===== config.mk =====
export PLATFORM = sky130hd
export DESIGN_NAME = mem_bus_bridge
export DESIGN_NICKNAME = d
export VERILOG_FILES = /design/src/rtl/mem_bus_pkg.sv /design/src/rtl/mem_lane_align.sv /design/src/rtl/mem_bus_bridge.sv
export SDC_FILE = /design/constraint.sdc
export NUM_CORES = 1
export LEC_CHECK = 0
export ABC_AREA = 1
export CAP_MARGIN = 10
export CORE_MARGIN = 5
export CORE_UTILIZATION = 41
export DETAILED_ROUTE_END_ITERATION = 16
export HOLD_SLACK_MARGIN = 0.06
export PLACE_DENSITY = 0.78
export RECOVER_POWER = 100
export SYNTH_ARGS = -nofsm -noshare
export SYNTH_HDL_FRONTEND = slang
export SYNTH_HIERARCHICAL = 1
export SYNTH_SLANG_ARGS = --single-unit

===== constraint.sdc =====
create_clock -name clk -period 1.2 [get_ports clk]
set_input_delay 0.24 -clock clk [delete_from_list [all_inputs] [get_ports clk]]
set_output_delay 0.24 -clock clk [all_outputs]
set_load 0.01 [all_outputs]

===== src/rtl/mem_bus_pkg.sv =====
// Shared definitions for the CPU-to-memory bus bridge: FSM states, access
// size codes and the default bus timeout.
package mem_bus_pkg;

  typedef enum logic [1:0] {
    ST_IDLE = 2'd0,
    ST_BUSY = 2'd1,
    ST_DONE = 2'd2
  } state_e;

  localparam logic [1:0] SIZE_BYTE = 2'b00;
  localparam logic [1:0] SIZE_HALF = 2'b01;
  localparam logic [1:0] SIZE_WORD = 2'b10;

  localparam int unsigned DEFAULT_TIMEOUT = 64;
  localparam int unsigned CNT_W           = 16;

endpackage


===== src/rtl/mem_lane_align.sv =====
// Byte-lane steering: write enables/replication and misalign detection for the
// incoming access, and zero-extended lane extraction for returning read data.
module mem_lane_align
  import mem_bus_pkg::*;
(
  input  logic [1:0]  wr_off_i,
  input  logic [1:0]  wr_size_i,
  input  logic [31:0] wdata_i,
  output logic [3:0]  be_o,
  output logic [31:0] wdata_rep_o,
  output logic        misalign_o,
  input  logic [1:0]  rd_off_i,
  input  logic [1:0]  rd_size_i,
  input  logic [31:0] rdata_raw_i,
  output logic [31:0] rdata_ext_o
);

  always_comb begin
    be_o        = '0;
    wdata_rep_o = '0;
    misalign_o  = 1'b0;
    case (wr_size_i)
      SIZE_BYTE: begin
        be_o        = 4'b0001 << wr_off_i;
        wdata_rep_o = {4{wdata_i[7:0]}};
      end
      SIZE_HALF: begin
        be_o        = wr_off_i[1] ? 4'b1100 : 4'b0011;
        wdata_rep_o = {2{wdata_i[15:0]}};
        misalign_o  = wr_off_i[0];
      end
      default: begin
        be_o        = 4'b1111;
        wdata_rep_o = wdata_i;
        misalign_o  = |wr_off_i;
      end
    endcase
  end

  always_comb begin
    rdata_ext_o = '0;
    case (rd_size_i)
      SIZE_BYTE: rdata_ext_o = {24'b0, rdata_raw_i[{rd_off_i, 3'b000} +: 8]};
      SIZE_HALF: rdata_ext_o = rd_off_i[1] ? {16'b0, rdata_raw_i[31:16]}
                                           : {16'b0, rdata_raw_i[15:0]};
      default:   rdata_ext_o = rdata_raw_i;
    endcase
  end

endmodule


===== src/rtl/mem_bus_bridge.sv =====
// CPU load/store to single-request memory bus bridge with misalign, timeout
// and read/write-conflict error reporting.
module mem_bus_bridge
  import mem_bus_pkg::*;
#(
  parameter int unsigned TIMEOUT = DEFAULT_TIMEOUT
) (
  input  logic        clk,
  input  logic        reset,
  input  logic [31:0] cpu_addr,
  input  logic [31:0] cpu_wdata,
  input  logic        cpu_read,
  input  logic        cpu_write,
  input  logic [1:0]  cpu_size,
  output logic [31:0] cpu_rdata,
  output logic        cpu_stall,
  output logic        cpu_err,
  output logic        bus_req,
  output logic        bus_we,
  output logic [31:0] bus_addr,
  output logic [31:0] bus_wdata,
  output logic [3:0]  bus_be,
  input  logic        bus_ready,
  input  logic [31:0] bus_rdata
);

  localparam logic [CNT_W-1:0] CNT_LAST = CNT_W'(TIMEOUT - 1);

  state_e             state_q, state_d;
  logic [CNT_W-1:0]   cnt_q, cnt_d;
  logic [29:0]        addr_q;
  logic [31:0]        wdata_q;
  logic               we_q;
  logic [3:0]         be_q;
  logic [1:0]         off_q;
  logic [1:0]         size_q;
  logic               conflict_q;
  logic [31:0]        rdata_q;
  logic               err_q;

  logic               strobe, is_idle, is_busy, timeout_hit, misalign;
  logic [3:0]         be_w;
  logic [31:0]        wdata_w, rdata_ext;

  assign strobe      = cpu_read | cpu_write;
  assign is_idle     = (state_q == ST_IDLE);
  assign is_busy     = (state_q == ST_BUSY);
  assign timeout_hit = (cnt_q == CNT_LAST);

  // Write path steers the live CPU request; read path uses the latched access.
  mem_lane_align u_align (
    .wr_off_i    (cpu_addr[1:0]),
    .wr_size_i   (cpu_size),
    .wdata_i     (cpu_wdata),
    .be_o        (be_w),
    .wdata_rep_o (wdata_w),
    .misalign_o  (misalign),
    .rd_off_i    (off_q),
    .rd_size_i   (size_q),
    .rdata_raw_i (bus_rdata),
    .rdata_ext_o (rdata_ext)
  );

  always_ff @(posedge clk) begin
    if (!reset) state_q <= ST_IDLE;
    else        state_q <= state_d;
  end

  always_comb begin
    state_d = state_q;
    case (state_q)
      ST_IDLE: if (strobe) state_d = misalign ? ST_DONE : ST_BUSY;
      ST_BUSY: if (bus_ready || timeout_hit) state_d = ST_DONE;
      ST_DONE: state_d = ST_IDLE;
      default: state_d = ST_IDLE;
    endcase
  end

  always_comb begin
    bus_req   = is_busy;
    cpu_stall = is_busy | (is_idle & strobe);
  end

  always_comb begin
    cnt_d = '0;
    if (is_busy) cnt_d = bus_ready ? cnt_q : cnt_q + 1'b1;
  end

  always_ff @(posedge clk) begin
    if (!reset) begin
      cnt_q      <= '0;
      addr_q     <= '0;
      wdata_q    <= '0;
      we_q       <= 1'b0;
      be_q       <= '0;
      off_q      <= '0;
      size_q     <= '0;
      conflict_q <= 1'b0;
      rdata_q    <= '0;
      err_q      <= 1'b0;
    end else begin
      cnt_q <= cnt_d;
      if (is_idle && strobe) begin
        addr_q     <= cpu_addr[31:2];
        wdata_q    <= wdata_w;
        we_q       <= cpu_write;
        be_q       <= be_w;
        off_q      <= cpu_addr[1:0];
        size_q     <= cpu_size;
        conflict_q <= cpu_read & cpu_write;
      end
      // Both registers are nonzero only in the cycle following BUSY/IDLE exit.
      rdata_q <= (is_busy && bus_ready && !we_q) ? rdata_ext : '0;
      err_q   <= (is_idle && strobe && misalign)
               | (is_busy && bus_ready && conflict_q)
               | (is_busy && !bus_ready && timeout_hit);
    end
  end

  assign bus_addr  = {addr_q, 2'b00};
  assign bus_wdata = wdata_q;
  assign bus_we    = we_q;
  assign bus_be    = be_q;
  assign cpu_rdata = rdata_q;
  assign cpu_err   = err_q;

endmodule


==> impl_metrics.yaml, run 1 <==
pwr:
  vdd_drop_max_mv: 0.991
  power-per-cell-area_mw_per_mm2: 1500
  power.leakage_nw: 3.99
sta:
  worst_slew_pin_slew_ns: 0.530
  final.setup.tns_ns: -12.60
  slew_headroom: 0.646
  timing.fmax_mhz: 721
  rsz0062_at_grt: "yes"
  max_clock_skew_ns: 0.00861
  timing.final.max_slew_violations: 0
  setup_viol: 120
  final_critical_path_setup_slack_ns: -0.187
  final_period_minus_worst_setup_slack_ns: 1.39
  hold_viol_final: 0
  fin_crit_sh: 1.16
detailed_routing:
  wl_per_cell_um: 15.2
  initialDrtViolationCount: 313
  drc_markers: 0
  via_per_inst: 4.82
  vias: 6097
  total_wirelength_of_the_detailed_routed_design_um: 19200
  detail-route-antenna-nets: 0
  detail_route.first_pass.iterations: 5
run_status:
  status: "finished, violations left"
  violations: "setup timing"
global_route:
  grt_start_max_net_pins: 60
  antenna_found_initial: 0
  grt_overflow: 0
  grt_first_pass_wirelength_um: 28500
  track_usage: 0.221
  first_global_vias: 5723
floorplanning:
  fp.coreArea_sq_mm: 0.0137
  chipWidth_um: 128
  starting_utilization_of_the_core_area: 0.413
  chipHeight_um: 128
  io-pin-count: 207
  placementRows: 43
  design.die.area_sq_mm: 0.0163
worst_setup_path:
  start_kind: "register"
  worst_ep_arrival_time_ns: 1.15
  cp_max_fo: 3
  critical_path_endpoint_category: "output port"
  required_ns: 0.96
  setup.worst_path.class: "register to output port"
place:
  postPlaceCellArea_sq_mm: 0.00800
  gp_congestion: 0.881
  port_buffers: 204
  dpl.hpwl_um: 12300
logic_synthesis:
  synth_cell_types: 33
  postSynthCellCount: 825
  synth.yosys.seq_area_share: 0.435
  synth_seq_cells: 123
  avgSynthCellArea_sq_um: 6.86
  post_synth_instance_area_sq_mm: 0.00566
  count_of_warnings_emitted_by_yosys: 6
clocking:
  clock_pin_slew_on_the_worst_setup_and_hold_paths_ns: 0.05
  ctsRootBufferMaster: "sky130_fd_sc_hd__clkbuf_16"
  numCtsBuffers: 17
  numClockSinks: 123
  cts.htree.levels: 4
  cts.path.max_buffers: 2
  clock_latency_ns: 0.42
  cts_tree: "yes"
final_layout:
  areaGrowthSynthToFinish_pct: 57.0
  most-common-layout-cells: "sky130_fd_sc_hd__nand2_1 (181), sky130_fd_sc_hd__nor2_1 (161), sky130_fd_sc_hd__dfxtp_1 (113)"
  fill_cells: 1222
  antenna_cells: 0
  final_layout_size_suffix_gt1_frac: 0.241
  final_area_sq_mm: 0.00889
  fin_nets: 1177
  final_common_cell: "sky130_fd_sc_hd__nand2_1"
worst_hold_path:
  min_path_type: "input port to register"
run:
  maxCapViolations: 0
state kept, by name, indices dropped and copies added, names as in the netlist:
| name | cells |
|---|---|
| cnt_q | 16 |
| bus_wdata | 32 |
| bus_be | 4 |
| size_q | 2 |
| off_q | 2 |
| state_q | 2 |
| cpu_rdata | 32 |
| bus_we | 1 |
| conflict_q | 1 |
| addr_q | 30 |
| cpu_err | 1 |
per-layer routing:
| metal | global-route usage | wire length, um | vias to the layer above |
|---|---|---|---|
| met2 | 0.378 | 9330 | 247 |
| met5 | 0 | 0 | - |
| met1 | 0.257 | 7450 | 2762 |
| met3 | 0.0736 | 1850 | 53 |
| li1 | - | - | 3035 |
| met4 | 0.0858 | 565 | 0 |
worst max-delay path, cell delays in order, from the launching register on:
cell and delay, ns:
sky130_fd_sc_hd__dfxtp_4 0.37, sky130_fd_sc_hd__inv_4 0.04, sky130_fd_sc_hd__nor2_4 0.10, sky130_fd_sc_hd__inv_2 0.05, sky130_fd_sc_hd__nand2_2 0.06, sky130_fd_sc_hd__buf_6 0.10
stage by stage:
stage,setup slack [ns],hold WS [ns],instances,total power [mW],utilization
3_3_place_gp,-0.603,0.456,1212,7.44,0.583
5_1_grt,-0.249,0.176,1265,14.0,0.648
3_5_place_dp,-0.613,0.461,1212,7.48,0.583
6_report,-0.187,0.180,1265,13.4,0.648
4_1_cts,-0.215,0.161,1255,13.2,0.632
2_1_floorplan,-0.00611,0.386,826,6.13,-
synth_stat cells:
library cell	instances	area (sq um)
sky130_fd_sc_hd__nand2_4	1	11.3
sky130_fd_sc_hd__nand4_1	5	31.3
sky130_fd_sc_hd__a21oi_1	12	60.1
sky130_fd_sc_hd__buf_2	6	30.0
sky130_fd_sc_hd__nand2_1	191	717
sky130_fd_sc_hd__inv_4	1	6.26
sky130_fd_sc_hd__nor2_4	3	33.8
sky130_fd_sc_hd__buf_4	14	105
sky130_fd_sc_hd__a21oi_2	3	26.3
sky130_fd_sc_hd__clkbuf_1	7	26.3
sky130_fd_sc_hd__or2_2	2	12.5
sky130_fd_sc_hd__o21ai_0	64	320
sky130_fd_sc_hd__nand2_2	7	43.8
sky130_fd_sc_hd__xor2_1	1	8.76
sky130_fd_sc_hd__nand3_1	24	120
sky130_fd_sc_hd__clkinv_2	1	5.00
sky130_fd_sc_hd__nor2_2	6	37.5
sky130_fd_sc_hd__nor2_8	1	20.0
sky130_fd_sc_hd__nor2_1	198	743
sky130_fd_sc_hd__buf_6	22	248
sky130_fd_sc_hd__dfxtp_1	123	2460
sky130_fd_sc_hd__o21bai_1	1	7.51
sky130_fd_sc_hd__inv_1	86	323
sky130_fd_sc_hd__nand3_2	1	10.0
sky130_fd_sc_hd__o211ai_1	7	52.6
sky130_fd_sc_hd__ha_1	1	12.5
sky130_fd_sc_hd__conb_1	1	3.75
sky130_fd_sc_hd__nand3b_1	1	7.51
sky130_fd_sc_hd__inv_2	5	18.8
sky130_fd_sc_hd__a31oi_1	1	6.26
sky130_fd_sc_hd__o21bai_2	1	11.3
sky130_fd_sc_hd__o21ai_1	24	120
sky130_fd_sc_hd__nor3_1	4	20.0
path summary, 6_finish.rpt:
kind | startpoint | endpoint | slack [ns] | cells after the start
setup reg to reg | state_q[0]$_SDFFE_PN0P_ | cpu_rdata[10]$_SDFF_PN0_ | -0.17 | 8
setup / recovery | state_q[0]$_SDFFE_PN0P_ | cpu_stall | -0.19 | 5
hold reg to reg | conflict_q$_SDFFE_PN0P_ | conflict_q$_SDFFE_PN0P_ | 0.47 | 2
hold / removal | reset | state_q[0]$_SDFFE_PN0P_ | 0.18 | 3
repair_timing:
action | 4_1_cts | 5_1_grt
pin swaps | 23 | 18
setup endpoints to repair | 218 | 140
setup buffers | 8 | 6
cloned | 4 | 5
gates resized for setup | 465 | 124
hold buffers | 0 | 0
final cells by class:
class / count / area (sq um) / share of cell area
sequential: 123 / 2480 / 0.279
inverter: 93 / 375 / 0.0422
tap: 180 / 225 / 0.0253
clock buffer: 25 / 515 / 0.0580
clock inverter: 6 / 155 / 0.0175
multi-input combinational: 564 / 2900 / 0.326
timing repair buffer: 274 / 2230 / 0.251
power breakdown:
group | internal (mW) | leakage (nW) | switching, mW
clock | 4.00 | 0.330 | 1.75
combinational | 1.34 | 2.64 | 1.65
sequential | 4.43 | 1.02 | 0.190
total | 9.77 | 3.99 | 3.59
cell families after synthesis:
logic type / count (synthesis) / synth area share
buffers and inverters: 142 / 0.135
AND/OR/NAND/NOR: 444 / 0.319
AO/OA/AOI/OAI: 113 / 0.107
adder cells (fa/ha/maj): 1 / 0.00221
XOR/XNOR: 1 / 0.00155
other: 1 / 0.000662
flip-flops: 123 / 0.435
(Power assumes the default switching activity.)
==> run 2, diff against run 1 <==
- CTS_CLUSTER_DIAMETER: default -> 80
- PLACE_DENSITY: 0.78 -> 0.77
==> run 2 against run 1 <==
The flow still finishes with violations (setup timing); cell count rose by 0.16%; worst setup slack got worse by 0.039 ns; maximum frequency is 2.7% lower; critical path depth is 1 lower; core utilization down 0.47 points; non-clock buffer count is the same; via count rose by 0.79%; critical endpoint unchanged; largest power group unchanged.
==> impl_metrics.yaml, run 2 (synthesis gave the netlist of run 1 again) <==
floorplanning:
  design.die.area_sq_mm: 0.0163
  placementRows: 43
  starting_utilization_of_the_core_area: 0.413
  io-pin-count: 207
  fp.coreArea_sq_mm: 0.0137
  chipWidth_um: 128
  chipHeight_um: 128
sta:
  max_clock_skew_ns: 0.00673
  hold_viol_final: 0
  timing.fmax_mhz: 701
  setup_viol: 112
  timing.final.max_slew_violations: 0
  final_period_minus_worst_setup_slack_ns: 1.43
  rsz0062_at_grt: "yes"
  fin_crit_sh: 1.19
  final.setup.tns_ns: -10.90
  final_critical_path_setup_slack_ns: -0.226
detailed_routing:
  wl_per_cell_um: 15.1
  initialDrtViolationCount: 359
  routed-wl-met3_um: 1930
  detail_route.first_pass.iterations: 5
  drt-met1-wl_um: 7420
  top_layer: "met4"
  via_per_inst: 4.85
  total_wirelength_of_the_detailed_routed_design_um: 19100
  detail-route-antenna-nets: 0
  met2WireLength_um: 9170
  drc_markers: 0
  vias: 6145
clocking:
  cts_hold_buf: 0
  numCtsBuffers: 17
  cts.htree.levels: 4
  clock_pin_slew_on_the_worst_setup_and_hold_paths_ns: 0.05
  numClockSinks: 123
  clock_latency_ns: 0.42
  cts_tree: "yes"
  cts.path.max_buffers: 2
  ctsRootBufferMaster: "sky130_fd_sc_hd__clkbuf_16"
global_route:
  grt_overflow: 0
  grt_start_max_net_pins: 69
  first_global_vias: 5744
  track_usage: 0.221
  antenna_found_initial: 1
  grt_first_pass_wirelength_um: 28400
final_layout:
  final_layout_size_suffix_gt1_frac: 0.234
  fill_cells: 1230
  final_area_sq_mm: 0.00882
  final_common_cell: "sky130_fd_sc_hd__nand2_1"
  areaGrowthSynthToFinish_pct: 55.9
  most-common-layout-cells: "sky130_fd_sc_hd__nand2_1 (187), sky130_fd_sc_hd__nor2_1 (172), sky130_fd_sc_hd__dfxtp_1 (113)"
  fin_nets: 1178
worst_setup_path:
  cp_buf_inv_count: 1
  cpLargestDelayFamily: "flip-flops"
  worst_path_max_delay_cell: "sky130_fd_sc_hd__dfxtp_2"
  critical_path_endpoint_category: "output port"
  worst_ep_arrival_time_ns: 1.19
  required_ns: 0.96
  start_kind: "register"
  max_stage_delay_ns: 0.35
  setup.worst_path.class: "register to output port"
  cp_max_fo: 3
  crit_chain: "nor2_4 -> nand2_4 -> nand2_2 -> buf_6"
run:
  maxCapViolations: 0
pwr:
  power.internal_mw: 9.27
  power.switching_fraction: 0.284
  power_frac_comb: 0.244
  vdd_drop_max_mv: 0.897
  switching_power_mw: 3.67
  power-per-cell-area_mw_per_mm2: 1470
  p_total_mw: 12.9
  power.leakage_nw: 3.98
  seq_power_share: 0.357
  power.clock.fraction: 0.399
place:
  postPlaceCellArea_sq_mm: 0.00797
  port_buffers: 204
  gp_congestion: 0.823
  dpl.hpwl_um: 12200
run_status:
  status: "finished, violations left"
  violations: "setup timing"
worst_hold_path:
  min_path_type: "input port to register"
[run 2: per-stage QoR]
step | utilization | worst slack [ns] | hold slack [ns] | instances
2_1_floorplan | - | -0.00611 | 0.386 | 826
3_3_place_gp | 0.581 | -0.622 | 0.455 | 1209
5_1_grt | 0.643 | -0.276 | 0.181 | 1267
4_1_cts | 0.631 | -0.199 | 0.177 | 1260
6_report | 0.643 | -0.226 | 0.195 | 1267
3_5_place_dp | 0.581 | -0.633 | 0.466 | 1209
[run 2: layer usage]
metal  track usage  vias to the layer above
met5             0                        -
met3        0.0886                       43
met1         0.249                     2818
met4         0.103                        0
met2         0.365                      243
li1              -                     3041
[run 2: worst register-to-register path: cells and delay by family (launching register included)]
family / cells / cell delay [ns]
DFF: 1 / 0.38
buffers and inverters: 5 / 0.45
and+or+nand+nor: 3 / 0.49
[run 2: layout make-up]
cell class / count / area [sq um] / share of cell area
clock inverters: 6 / 83.8 / 0.00950
repair inverters: 1 / 6.26 / 0.000709
well taps: 180 / 225 / 0.0255
diodes: 1 / 2.50 / 0.000284
flip-flops and latches: 123 / 2480 / 0.281
repair buffers: 274 / 2340 / 0.265
multi-input cells: 564 / 2790 / 0.317
clock buffers: 25 / 515 / 0.0584
inverters: 93 / 375 / 0.0425
[run 2: what timing repair did]
item                       CTS  global route
pin swaps                   13             6
gates resized for setup    468            89
setup buffers               11             4
setup endpoints to repair  216           139
cloned                       9             2
[run 2: power by group through the flow]
stage	clock network [mW]	logic, mW	registers (mW)
floorplan	0	1.31	4.82
global placement	0	2.73	4.68
detailed placement	0	2.75	4.69
CTS	5.26	2.97	4.60
global route	5.47	3.44	4.66
finish	5.17	3.16	4.62
[run 2: worst paths after layout]
path	from	to	slack (ns)	cells past startpoint
worst min-delay path	reset	cpu_err$_SDFF_PN0_	0.20	3
worst max-delay path	state_q[1]$_SDFFE_PN0P_	cpu_stall	-0.23	4
worst max register to register	state_q[0]$_SDFFE_PN0P_	cnt_q[13]$_SDFFE_PN0N_	-0.19	8
worst min register to register	bus_wdata[6]$_SDFFE_PN0P_	bus_wdata[6]$_SDFFE_PN0P_	0.48	2
==> run 3, diff against run 2 <==
- CELL_PAD_IN_SITES_DETAIL_PLACEMENT: default -> 1
- CELL_PAD_IN_SITES_GLOBAL_PLACEMENT: default -> 1
- CORE_UTILIZATION: 41 -> 28
- CTS_CLUSTER_DIAMETER: 80 -> 150
- PLACE_DENSITY: 0.77 -> 0.8
==> run 3 against run 2 <==
The run still ends with setup timing left; hold slack worse by 0.0032 ns; clock skew up 0.0013 ns; global-route usage is 3.5 points lower; maximum frequency decreased by 1.4%; sequential cell count stayed put; worst setup slack got worse by 0.021 ns; cell count is 9.2% higher.
==> impl_metrics.yaml, run 3 (synthesis gave the netlist of run 1 again) <==
run_status:
  status: "finished, violations left"
  violations: "setup timing"
place:
  dpl.hpwl_um: 15500
  postPlaceCellArea_sq_mm: 0.00823
  detailedPlace.worstSlack_ns: -0.673
  dp.cells: 1320
  port_buffers: 204
  gp_congestion: 0.876
detailed_routing:
  detail-route-antenna-nets: 0
  vias: 6507
  drc_markers: 0
  via_per_inst: 4.70
  detail_route.first_pass.iterations: 4
  total_wirelength_of_the_detailed_routed_design_um: 25500
  initialDrtViolationCount: 295
  wl_per_cell_um: 18.4
final_layout:
  most-common-layout-cells: "sky130_fd_sc_hd__nand2_1 (177), sky130_fd_sc_hd__clkdlybuf4s50_1 (98), sky130_fd_sc_hd__nor2_1 (90)"
  final_area_sq_mm: 0.00990
  final_cells: 1383
  final_layout_size_suffix_gt1_frac: 0.412
  final_common_cell: "sky130_fd_sc_hd__nand2_1"
  fill_cells: 2377
  areaGrowthSynthToFinish_pct: 74.9
  finish.utilization: 0.493
  fin_nets: 1206
clocking:
  cts_tree: "yes"
  ctsRootBufferMaster: "sky130_fd_sc_hd__clkbuf_16"
  cts.htree.levels: 4
  clock_pin_slew_on_the_worst_setup_and_hold_paths_ns: 0.06
  numCtsBuffers: 17
  numClockSinks: 123
  clock_latency_ns: 0.42
  cts_hold_buf: 0
  cts.path.max_buffers: 2
floorplanning:
  starting_utilization_of_the_core_area: 0.282
  chipWidth_um: 152
  design.die.area_sq_mm: 0.0232
  chipHeight_um: 152
  fp.coreArea_sq_mm: 0.0201
  placementRows: 52
  io-pin-count: 207
global_route:
  grt_start_max_net_pins: 56
  grt_overflow: 0
  track_usage: 0.186
  grt_first_pass_wirelength_um: 34600
  antenna_found_initial: 1
  first_global_vias: 6628
sta:
  fin_hold_ws_ns: 0.192
  final_critical_path_setup_slack_ns: -0.246
  timing.fmax_mhz: 691
  max_clock_skew_ns: 0.00807
  setup_viol: 126
  rsz0062_at_grt: "yes"
  hold_viol_final: 0
  fin_crit_sh: 1.21
  final.setup.tns_ns: -14.51
  final_period_minus_worst_setup_slack_ns: 1.45
  timing.final.max_slew_violations: 0
worst_setup_path:
  cp_max_fo: 14
  worst_ep_arrival_time_ns: 1.75
  required_ns: 1.50
  start_kind: "register"
  critical_path_endpoint_category: "register"
  setup.worst_path.class: "register to register"
pwr:
  power-per-cell-area_mw_per_mm2: 1400
  power.leakage_nw: 4.40
  vdd_drop_max_mv: 0.957
  p_total_mw: 13.8
worst_hold_path:
  min_path_type: "input port to register"
run:
  maxCapViolations: 0
run 3: per-layer routing:
metal	track usage	share of wire	vias to the layer above
li1	-	-	3097
met1	0.206	0.39	3141
met2	0.340	0.52	223
met3	0.0582	0.065	46
met4	0.0552	0.027	0
met5	0	0	-
run 3: final timing paths:
kind / from / end / slack [ns] / depth (start not counted)
hold reg to reg: addr_q[0]$_SDFFE_PN0P_ / addr_q[0]$_SDFFE_PN0P_ / 0.48 / 2
hold / removal: reset / cpu_err$_SDFF_PN0_ / 0.19 / 3
setup / recovery: state_q[1]$_SDFFE_PN0P_ / bus_wdata[31]$_SDFFE_PN0P_ / -0.25 / 7
setup reg to reg: state_q[1]$_SDFFE_PN0P_ / bus_wdata[31]$_SDFFE_PN0P_ / -0.25 / 7
run 3: area by class of cell:
class                      instances  area, sq um  area share
timing repair inverter             1         16.3     0.00164
tap                              270          338      0.0341
timing repair buffer             305         2770       0.279
clock buffer                      22          494      0.0499
antenna                            1         2.50    0.000253
inverter                          93          392      0.0395
sequential                       123         2540       0.257
clock inverter                     7         90.1     0.00910
multi-input combinational        561         3260       0.329
run 3: critical path, stage by stage, from the launching register on:
cell and delay [ns]:
sky130_fd_sc_hd__dfxtp_4 0.36, sky130_fd_sc_hd__nor2_4 0.15, sky130_fd_sc_hd__nand2_4 0.08, sky130_fd_sc_hd__buf_12 0.15
sky130_fd_sc_hd__buf_12 0.13, sky130_fd_sc_hd__buf_12 0.14, sky130_fd_sc_hd__o21ai_1 0.21, sky130_fd_sc_hd__nor2_1 0.09
run 3: timing repair:
item / in CTS / in global routing
cloned: 4 / 10
pin swaps: 22 / 96
setup buffers: 6 / 16
endpoints found under the setup margin: 220 / 130
gates resized for setup: 488 / 307
run 3: power by group:
| part | switching (mW) | internal, mW | leakage, nW |
|---|---|---|---|
| sequential | 0.311 | 4.45 | 1.03 |
| clock | 1.91 | 3.29 | 0.286 |
| combinational | 2.05 | 1.82 | 3.08 |
